--- config.mk ---
export PLATFORM = sky130hd
export DESIGN_NAME = uart_tx_ctrl_flat
export DESIGN_NICKNAME = d
export VERILOG_FILES = /design/src/rtl/uart_tx_pkg.sv /design/src/rtl/uart_tx_ctrl_if.sv /design/src/rtl/uart_tx_serializer.sv /design/src/rtl/uart_tx_ctrl.sv /design/src/flat_wrapper.sv
export SDC_FILE = /design/constraint.sdc
export NUM_CORES = 1
export LEC_CHECK = 0
export ABC_CLOCK_PERIOD_IN_PS = 2600
export BUFFER_PORTS_ARGS = -buffer_cell sky130_fd_sc_hd__buf_2
export CAP_MARGIN = 20
export CORE_MARGIN = 1
export CORE_UTILIZATION = 49
export DETAILED_ROUTE_END_ITERATION = 10
export PLACE_DENSITY = 0.71
export SLEW_MARGIN = 20
export SYNTH_ARGS = -nofsm -noshare
export SYNTH_HDL_FRONTEND = slang
export SYNTH_HIERARCHICAL = 1
export SYNTH_SLANG_ARGS = --single-unit
export TNS_END_PERCENT = 100
--- constraint.sdc ---
create_clock -name CLK -period 2.6 [get_ports CLK]
set_input_delay 0.39 -clock CLK [delete_from_list [all_inputs] [get_ports CLK]]
set_output_delay 0.39 -clock CLK [all_outputs]
set_load 0.01 [all_outputs]
--- src/rtl/uart_tx_pkg.sv ---
`default_nettype none
// +--------------------------------------------------------------------------+
// | Module   : uart_tx_pkg                                                   |
// | Purpose  : Shared encodings for the UART transmit frame sequencer:       |
// |            TX mux select codes, FSM state encoding, parity type codes    |
// |            and the parity helper.                                        |
// | Revision : 1.0 - initial release                                         |
// +--------------------------------------------------------------------------+
package uart_tx_pkg;

  // TX output mux select codes
  localparam logic [1:0] SEL_START  = 2'b00;
  localparam logic [1:0] SEL_DATA   = 2'b01;
  localparam logic [1:0] SEL_PARITY = 2'b10;
  localparam logic [1:0] SEL_STOP   = 2'b11;  // also the idle (line high) code

  // PAR_TYP codes
  localparam logic PAR_EVEN = 1'b0;
  localparam logic PAR_ODD  = 1'b1;

  // Frame sequencer states; three bits leave three unused codes that
  // the FSM folds back into ST_IDLE.
  typedef enum logic [2:0] {
    ST_IDLE   = 3'd0,
    ST_START  = 3'd1,
    ST_DATA   = 3'd2,
    ST_PARITY = 3'd3,
    ST_STOP   = 3'd4
  } tx_state_t;

  // data_xor is the XOR-reduce of the word. Even parity transmits it
  // directly; odd parity transmits its inverse.
  function automatic logic calc_parity(input logic data_xor, input logic par_typ);
    return data_xor ^ (par_typ == PAR_ODD);
  endfunction

endpackage
`default_nettype wire

--- src/rtl/uart_tx_ctrl_if.sv ---
`default_nettype none
// +--------------------------------------------------------------------------+
// | Module   : uart_tx_ctrl_if                                               |
// | Purpose  : Bundle between the register/FIFO read side, the frame         |
// |            sequencer and the TX output mux.                              |
// |   P_DATA     : parallel word to transmit                                 |
// |   DATA_VALID : request; P_DATA/PAR_EN/PAR_TYP valid with it              |
// |   PAR_EN     : 1 = append a parity bit                                   |
// |   PAR_TYP    : 0 = even, 1 = odd parity                                  |
// |   SER_DATA   : current data bit for the mux                              |
// |   PAR_BIT    : parity bit of the latched word                            |
// |   MUX_SEL    : 00 start, 01 data, 10 parity, 11 stop/idle                |
// |   BUSY       : high while a frame is on the line                         |
// |   master = request side, slave = uart_tx_ctrl                            |
// | Revision : 1.0 - initial release                                         |
// +--------------------------------------------------------------------------+
interface uart_tx_ctrl_if #(
  parameter int DATA_WIDTH = 8
);

  logic [DATA_WIDTH-1:0] P_DATA;
  logic                  DATA_VALID;
  logic                  PAR_EN;
  logic                  PAR_TYP;
  logic                  SER_DATA;
  logic                  PAR_BIT;
  logic [1:0]            MUX_SEL;
  logic                  BUSY;

  modport master (
    output P_DATA, DATA_VALID, PAR_EN, PAR_TYP,
    input  SER_DATA, PAR_BIT, MUX_SEL, BUSY
  );

  modport slave (
    input  P_DATA, DATA_VALID, PAR_EN, PAR_TYP,
    output SER_DATA, PAR_BIT, MUX_SEL, BUSY
  );

endinterface
`default_nettype wire

--- src/rtl/uart_tx_serializer.sv ---
`default_nettype none
// +--------------------------------------------------------------------------+
// | Module   : uart_tx_serializer                                            |
// | Purpose  : Shift register, bit counter and done flag of the TX frame.    |
// |   CLK, RST   : bit clock, synchronous active-low reset                   |
// |   i_load     : capture i_data, clear counter                              |
// |   i_data     : word to serialize                                          |
// |   i_start    : present bit 0 on o_ser_data next cycle, clear counter      |
// |   i_shift    : present next bit, advance counter                          |
// |   o_ser_data : registered current data bit                                |
// |   o_done     : counter is on the last data bit                            |
// | Revision : 1.0 - initial release                                         |
// +--------------------------------------------------------------------------+
module uart_tx_serializer #(
  parameter int DATA_WIDTH = 8
) (
  input  wire logic                  CLK,
  input  wire logic                  RST,
  input  wire logic                  i_load,
  input  wire logic [DATA_WIDTH-1:0] i_data,
  input  wire logic                  i_start,
  input  wire logic                  i_shift,
  output logic                       o_ser_data,
  output logic                       o_done
);

  localparam int                 c_cnt_w = $clog2(DATA_WIDTH);
  localparam logic [c_cnt_w-1:0] c_last  = c_cnt_w'(DATA_WIDTH - 1);

  logic [DATA_WIDTH-1:0] r_shift;
  logic [c_cnt_w-1:0]    r_cnt;
  logic                  r_ser;

  // o_ser_data is registered, so the bit shown in a DATA cycle is the one
  // popped off the shift register at the edge that entered it.
  always_ff @(posedge CLK) begin
    if (!RST) begin
      r_shift <= '0;
      r_cnt   <= '0;
      r_ser   <= 1'b0;
    end else if (i_load) begin
      r_shift <= i_data;
      r_cnt   <= '0;
    end else if (i_start) begin
      r_ser   <= r_shift[0];
      r_shift <= {1'b0, r_shift[DATA_WIDTH-1:1]};
      r_cnt   <= '0;
    end else if (i_shift) begin
      r_ser   <= r_shift[0];
      r_shift <= {1'b0, r_shift[DATA_WIDTH-1:1]};
      r_cnt   <= r_cnt + c_cnt_w'(1);
    end
  end

  assign o_ser_data = r_ser;
  assign o_done     = (r_cnt == c_last);

endmodule
`default_nettype wire

--- src/rtl/uart_tx_ctrl.sv ---
`default_nettype none
// +--------------------------------------------------------------------------+
// | Module   : uart_tx_ctrl                                                  |
// | Purpose  : UART TX frame sequencer. Latches one word per request and     |
// |            steps the TX mux through start, data (LSB first), optional    |
// |            parity and stop bits, one bit per CLK cycle.                  |
// |   CLK : TX bit clock                                                     |
// |   RST : synchronous, active-low reset                                    |
// |   bus : uart_tx_ctrl_if.slave (P_DATA, DATA_VALID, PAR_EN, PAR_TYP in;   |
// |         SER_DATA, PAR_BIT, MUX_SEL, BUSY out, all registered)            |
// |   DATA_WIDTH (5..9) must match the interface instance.                   |
// | Revision : 1.0 - initial release                                         |
// +--------------------------------------------------------------------------+
module uart_tx_ctrl
  import uart_tx_pkg::*;
#(
  parameter int DATA_WIDTH = 8
) (
  input  wire logic     CLK,
  input  wire logic     RST,
  uart_tx_ctrl_if.slave bus
);

  tx_state_t  r_state;
  logic [1:0] r_mux_sel;
  logic       r_busy;
  logic       r_par_bit;
  logic       r_par_en;

  logic       w_accept;
  logic       w_start;
  logic       w_shift;
  logic       w_done;
  logic       w_ser_data;

  // Requests are only taken when idle or in the stop bit; anything else
  // is dropped, not queued.
  assign w_accept = bus.DATA_VALID && (r_state == ST_IDLE || r_state == ST_STOP);
  assign w_start  = (r_state == ST_START);
  assign w_shift  = (r_state == ST_DATA) && !w_done;

  uart_tx_serializer #(
    .DATA_WIDTH (DATA_WIDTH)
  ) u_serializer (
    .CLK        (CLK),
    .RST        (RST),
    .i_load     (w_accept),
    .i_data     (bus.P_DATA),
    .i_start    (w_start),
    .i_shift    (w_shift),
    .o_ser_data (w_ser_data),
    .o_done     (w_done)
  );

  // Outputs are registered together with the state so MUX_SEL/BUSY always
  // describe the state being entered.
  always_ff @(posedge CLK) begin
    if (!RST) begin
      r_state   <= ST_IDLE;
      r_mux_sel <= SEL_STOP;
      r_busy    <= 1'b0;
      r_par_bit <= 1'b0;
      r_par_en  <= 1'b0;
    end else begin
      case (r_state)
        // IDLE and STOP share the accept path; that is what allows a
        // back-to-back frame with no idle bit in between.
        ST_IDLE, ST_STOP: begin
          if (bus.DATA_VALID) begin
            r_state   <= ST_START;
            r_mux_sel <= SEL_START;
            r_busy    <= 1'b1;
            r_par_en  <= bus.PAR_EN;
            r_par_bit <= calc_parity(^bus.P_DATA, bus.PAR_TYP);
          end else begin
            r_state   <= ST_IDLE;
            r_mux_sel <= SEL_STOP;
            r_busy    <= 1'b0;
          end
        end
        ST_START: begin
          r_state   <= ST_DATA;
          r_mux_sel <= SEL_DATA;
        end
        ST_DATA: begin
          if (w_done) begin
            if (r_par_en) begin
              r_state   <= ST_PARITY;
              r_mux_sel <= SEL_PARITY;
            end else begin
              r_state   <= ST_STOP;
              r_mux_sel <= SEL_STOP;
            end
          end
        end
        ST_PARITY: begin
          r_state   <= ST_STOP;
          r_mux_sel <= SEL_STOP;
        end
        default: begin
          r_state   <= ST_IDLE;
          r_mux_sel <= SEL_STOP;
          r_busy    <= 1'b0;
        end
      endcase
    end
  end

  assign bus.MUX_SEL  = r_mux_sel;
  assign bus.BUSY     = r_busy;
  assign bus.PAR_BIT  = r_par_bit;
  assign bus.SER_DATA = w_ser_data;

endmodule
`default_nettype wire

--- src/flat_wrapper.sv ---
// flat-port wrapper written by rule: the top's interface ports become plain ports
module uart_tx_ctrl_flat import uart_tx_pkg::*;
#(
  parameter int DATA_WIDTH = 8
)
  (CLK, RST, bus_P_DATA, bus_DATA_VALID, bus_PAR_EN, bus_PAR_TYP, bus_SER_DATA, bus_PAR_BIT, bus_MUX_SEL, bus_BUSY);
  uart_tx_ctrl_if #(.DATA_WIDTH(DATA_WIDTH)) bus_i ();
  input  wire logic CLK;
  input  wire logic RST;
  input wire logic [$bits(bus_i.P_DATA)-1:0] bus_P_DATA;
  input wire logic [$bits(bus_i.DATA_VALID)-1:0] bus_DATA_VALID;
  input wire logic [$bits(bus_i.PAR_EN)-1:0] bus_PAR_EN;
  input wire logic [$bits(bus_i.PAR_TYP)-1:0] bus_PAR_TYP;
  output wire logic [$bits(bus_i.SER_DATA)-1:0] bus_SER_DATA;
  output wire logic [$bits(bus_i.PAR_BIT)-1:0] bus_PAR_BIT;
  output wire logic [$bits(bus_i.MUX_SEL)-1:0] bus_MUX_SEL;
  output wire logic [$bits(bus_i.BUSY)-1:0] bus_BUSY;
  assign bus_i.P_DATA = bus_P_DATA;
  assign bus_i.DATA_VALID = bus_DATA_VALID;
  assign bus_i.PAR_EN = bus_PAR_EN;
  assign bus_i.PAR_TYP = bus_PAR_TYP;
  assign bus_SER_DATA = bus_i.SER_DATA;
  assign bus_PAR_BIT = bus_i.PAR_BIT;
  assign bus_MUX_SEL = bus_i.MUX_SEL;
  assign bus_BUSY = bus_i.BUSY;
  uart_tx_ctrl #(.DATA_WIDTH(DATA_WIDTH)) u_core (.CLK(CLK), .RST(RST), .bus(bus_i));
endmodule
==> impl_results.rst <==
.. list-table::
   :header-rows: 1

   * - Metric
     - Value
   * - Critical path's top delay family
     - compound AO/OA/AOI/OAI gates
   * - Clock insertion delay at the later pin of the skew report
     - 0.30 ns
   * - Crit path launch type
     - flop
   * - Status
     - completed
   * - Max-cap viol count
     - 0
   * - Top cell by count, worst path
     - ha_1
   * - Overall overflow remaining after global route
     - 0
   * - Mean number of vias per cell
     - 5.41
   * - Fraction of post-synthesis cell area in the top cell type by area
     - 38.6%
   * - Maximum single-stage delay on the critical path
     - 0.42 ns
   * - Post-place setup slack
     - 0.713 ns
   * - Cell types occupying the most area after synthesis
     - dfxtp_1, a2111oi_1, mux2i_1
   * - Count of pins on the block boundary
     - 18
   * - Routed WL
     - 1.97 mm
   * - Cells after Synth
     - 105
   * - Number of levels in the clock H-tree
     - 1
   * - Average cell area after synthesis
     - 9.89 sq um
   * - Port Buf Inserts
     - 17
   * - Violation count after the first detailed-route iteration
     - 5
   * - Routability-driven placement congestion ratio
     - 0.718
   * - Source of the critical timing path
     - u_core/u_serializer/r_cnt[0]$_SDFFE_PP0P_
   * - Cell area after technology mapping
     - 1040 sq um
   * - WP data required
     - 2.78 ns
   * - Least-Margin Pin Slew
     - 0.770 ns
   * - CTS Sinks
     - 20
   * - Post-CTS clock slew at the launch and capture registers of the worst setup and hold paths
     - 0.12 ns
   * - Starting density of the core
     - 52.4%
   * - Number of global-route vias before repair
     - 701
   * - Met1 Routed Length
     - 1.02 mm
   * - Vertical extent of the die
     - 48.0 um
   * - Per-cell routed wire length
     - 13.0 um
   * - Asr flop ratio synth
     - 0%
   * - Top routing layer in use
     - met4
   * - Clock tree from TritonCTS
     - yes
   * - Vias
     - 823
   * - Flip-flop cell with the highest count after synthesis
     - dfxtp_1
   * - Slew headroom
     - 48.6%
   * - Setup_tns
     - 0 ns
   * - HP Start
     - bus_PAR_EN
   * - Synthesized netlist net count
     - 120
   * - Non-Filler Instances
     - 152
   * - Buffer cell driving the clock tree root
     - clkbuf_4
   * - Tightest Hold Check Type
     - input pin to flop
   * - Utilization of the core after routing
     - 60.5%
   * - Worst-case clock buffer depth
     - 2
   * - Max VDD drop
     - 0.390 mV
   * - Synth area leader
     - dfxtp_1
   * - Die Span X
     - 48.0 um
   * - Synth unique cells
     - 33
   * - Number of clock buffers inserted by TritonCTS
     - 3
   * - Final setup violating endpoints
     - 0
   * - Pre-Repair DR Iteration Count
     - 3
   * - Power Density
     - 635 nW/um^2
   * - DRC Markers
     - 0
   * - Total half-perimeter wirelength after legalization and detailed placement
     - 1.44 mm
   * - LEAKAGE
     - 0.503 nW
   * - Layout cell share with drive strength beyond 1
     - 24.0%
   * - Met3 layer wire length in the routed design
     - 75 um
   * - Post-synthesis sequential area ratio
     - 38.6%
   * - Post CTS Setup Buffer Count
     - 0
   * - Worst reg2reg path startpoint
     - u_core/u_serializer/r_cnt[0]$_SDFFE_PP0P_
   * - Row count
     - 16
   * - First-pass GRT wire length
     - 3.12 mm
   * - Number of antenna cells inserted
     - 0
   * - Hold_buf cts
     - 0
   * - Maximum achievable frequency
     - 0.526 GHz
   * - Final number of hold-violating endpoints
     - 0
   * - Total buffers and inverters traversed by the critical path
     - 1
   * - PnR worst setup slack
     - 0.698 ns
   * - Critical path, cell by cell
     - ha_1 > ha_1 > nor3_1 > buf_4 > or2_1 > a2111oi_1
   * - Placed Instances
     - 148
   * - Area Overhead vs Synth
     - 15.5%
   * - Total length of routed met2 wires
     - 839 um
   * - Pins Over Slew Limit
     - 0
   * - Setup repair after global routing missed its margin
     - false
   * - Antenna violations before repair
     - 0
   * - Ratio of final minimum period to clock period
     - 73.1%
   * - Core area
     - 1980 sq um
   * - Worst clock skew on the final layout
     - 0.00278 ns
   * - Category of the worst setup path capture point
     - flop
   * - Post-synthesis register bit count
     - 20
   * - YS warnings
     - 6
   * - Count of flip-flops with a built-in enable after synthesis
     - 0
   * - Total number of nets in the final design
     - 141
   * - Area enclosed by the die boundary
     - 2310 sq um
   * - Critical path type
     - flop to flop
   * - Total global routing track utilization
     - 20.3%
   * - Post-CTS Resized
     - 0
   * - Minimum clock period after layout
     - 1.90 ns
   * - Number of nets with antenna violations after routing
     - 0
   * - Largest net degree at the start of global routing
     - 23
   * - CP Data Arrival Time
     - 2.08 ns
   * - Peak fanout along the critical path
     - 14
   * - Cell at the slowest stage of the critical path
     - a2111oi_1
==> area by class of cell <==
type                    count  area [sq um]
clock buffers               3          22.5
clock inverters             1          30.0
fillers                   171           782
inverters                   1          3.75
multi-input cells          79           594
flip-flops and latches     20           400
well taps                  27          33.8
repair buffers             21           115
==> worst paths after layout <==
| check | endpoint | slack, ns | cells past startpoint |
|---|---|---|---|
| max | u_core/u_serializer/r_shift[3]$_SDFFE_PN0P_ | 0.70 | 6 |
| max reg2reg | u_core/u_serializer/r_shift[3]$_SDFFE_PN0P_ | 0.70 | 6 |
| min | u_core/r_par_en$_SDFFE_PN0P_ | 0.34 | 3 |
| min reg2reg | u_core/u_serializer/o_ser_data$_SDFFE_PN0P_ | 0.46 | 2 |
==> metrics by stage <==
stage	area, sq um	total power [W]	hold WS, ns
2_1_floorplan	1040	0.000467	0.435
3_3_place_gp	1150	0.000502	0.438
3_5_place_dp	1150	0.000509	0.448
4_1_cts	1200	0.000764	0.337
5_1_grt	1200	0.000799	0.341
6_report	1200	0.000762	0.340
==> cells by family after synthesis <==
kind of cell,Yosys count,synth area share (%)
compound gates,15,11.8
xor+xnor,6,7.71
fa+ha+maj,2,2.41
buf+inv,6,4.22
flops,20,38.6
mux,6,5.78
simple gates,50,29.5
==> state kept, by name, summed over array words and instances (netlist names) <==
signal / count
u_core/bus.BUSY: 1
u_core/u_serializer/r_cnt: 3
u_core/bus.PAR_BIT: 1
u_core/u_serializer/o_ser_data: 1
u_core/bus.MUX_SEL: 2
u_core/r_state: 3
u_core/u_serializer/r_shift: 8
u_core/r_par_en: 1
==> routing by layer <==
metal  vias up  global-route usage, %
met5         -                      0
met4         0                   11.7
met3         4                   4.53
met2        18                   28.6
met1       381                   28.1
li1        420                      -
==> synth_stat cells, types with 2 or more instances <==
cell and number:
a2111oi_1 6, nand2_1 5, ha_1 2, nor2b_1 8, o21a_1 3, nor2b_2 3, xnor2_1 3, buf_6 2
nor2_1 12, mux2i_1 6, buf_2 2, dfxtp_1 20, nor3b_1 5, nor4_1 7, nor3_1 2, xnor3_1 2
==> worst min-delay path: stages <==
cell     delay [ns]
buf_2          0.07
mux2i_1        0.06
nor2b_1        0.09
==> cell usage in the layout (no fill, tap or decap) <==
cell type  Yosys  routed
dfxtp_1       20      20
buf_2          2      17
nor2_1        12      12
nor2b_1        8       8
nor4_1         7       7
mux2i_1        6       6
a2111oi_1      6       6
nor3b_1        5       5
nand2_1        5       5
buf_4          1       4
clkbuf_4       0       3
o21a_1         3       3
xnor2_1        3       3
nor2b_2        3       3
nor3_1         2       2
xnor3_1        2       2
ha_1           2       2
bufinv_16      0       1
nand2b_1       1       1
nor3b_4        1       1
o21ai_0        1       1
o31ai_1        1       1
and3_1         1       1
and3b_1        1       1
xor2_1         1       1
o21ai_1        1       1
o21bai_1       1       1
or2_1          1       1
inv_1          1       1
or3b_4         1       1
or4b_1         1       1
a21oi_1        1       1
or2b_1         1       1
o311a_1        1       1
==> power breakdown <==
| group | internal, W | total (W) | switching, W |
|---|---|---|---|
| Combinational | 0.0000789 | 0.000153 | 0.0000741 |
| Clock | 0.000156 | 0.000259 | 0.000103 |
| Sequential | 0.000333 | 0.000350 | 0.0000173 |
Power figures use the tool's default switching activity.
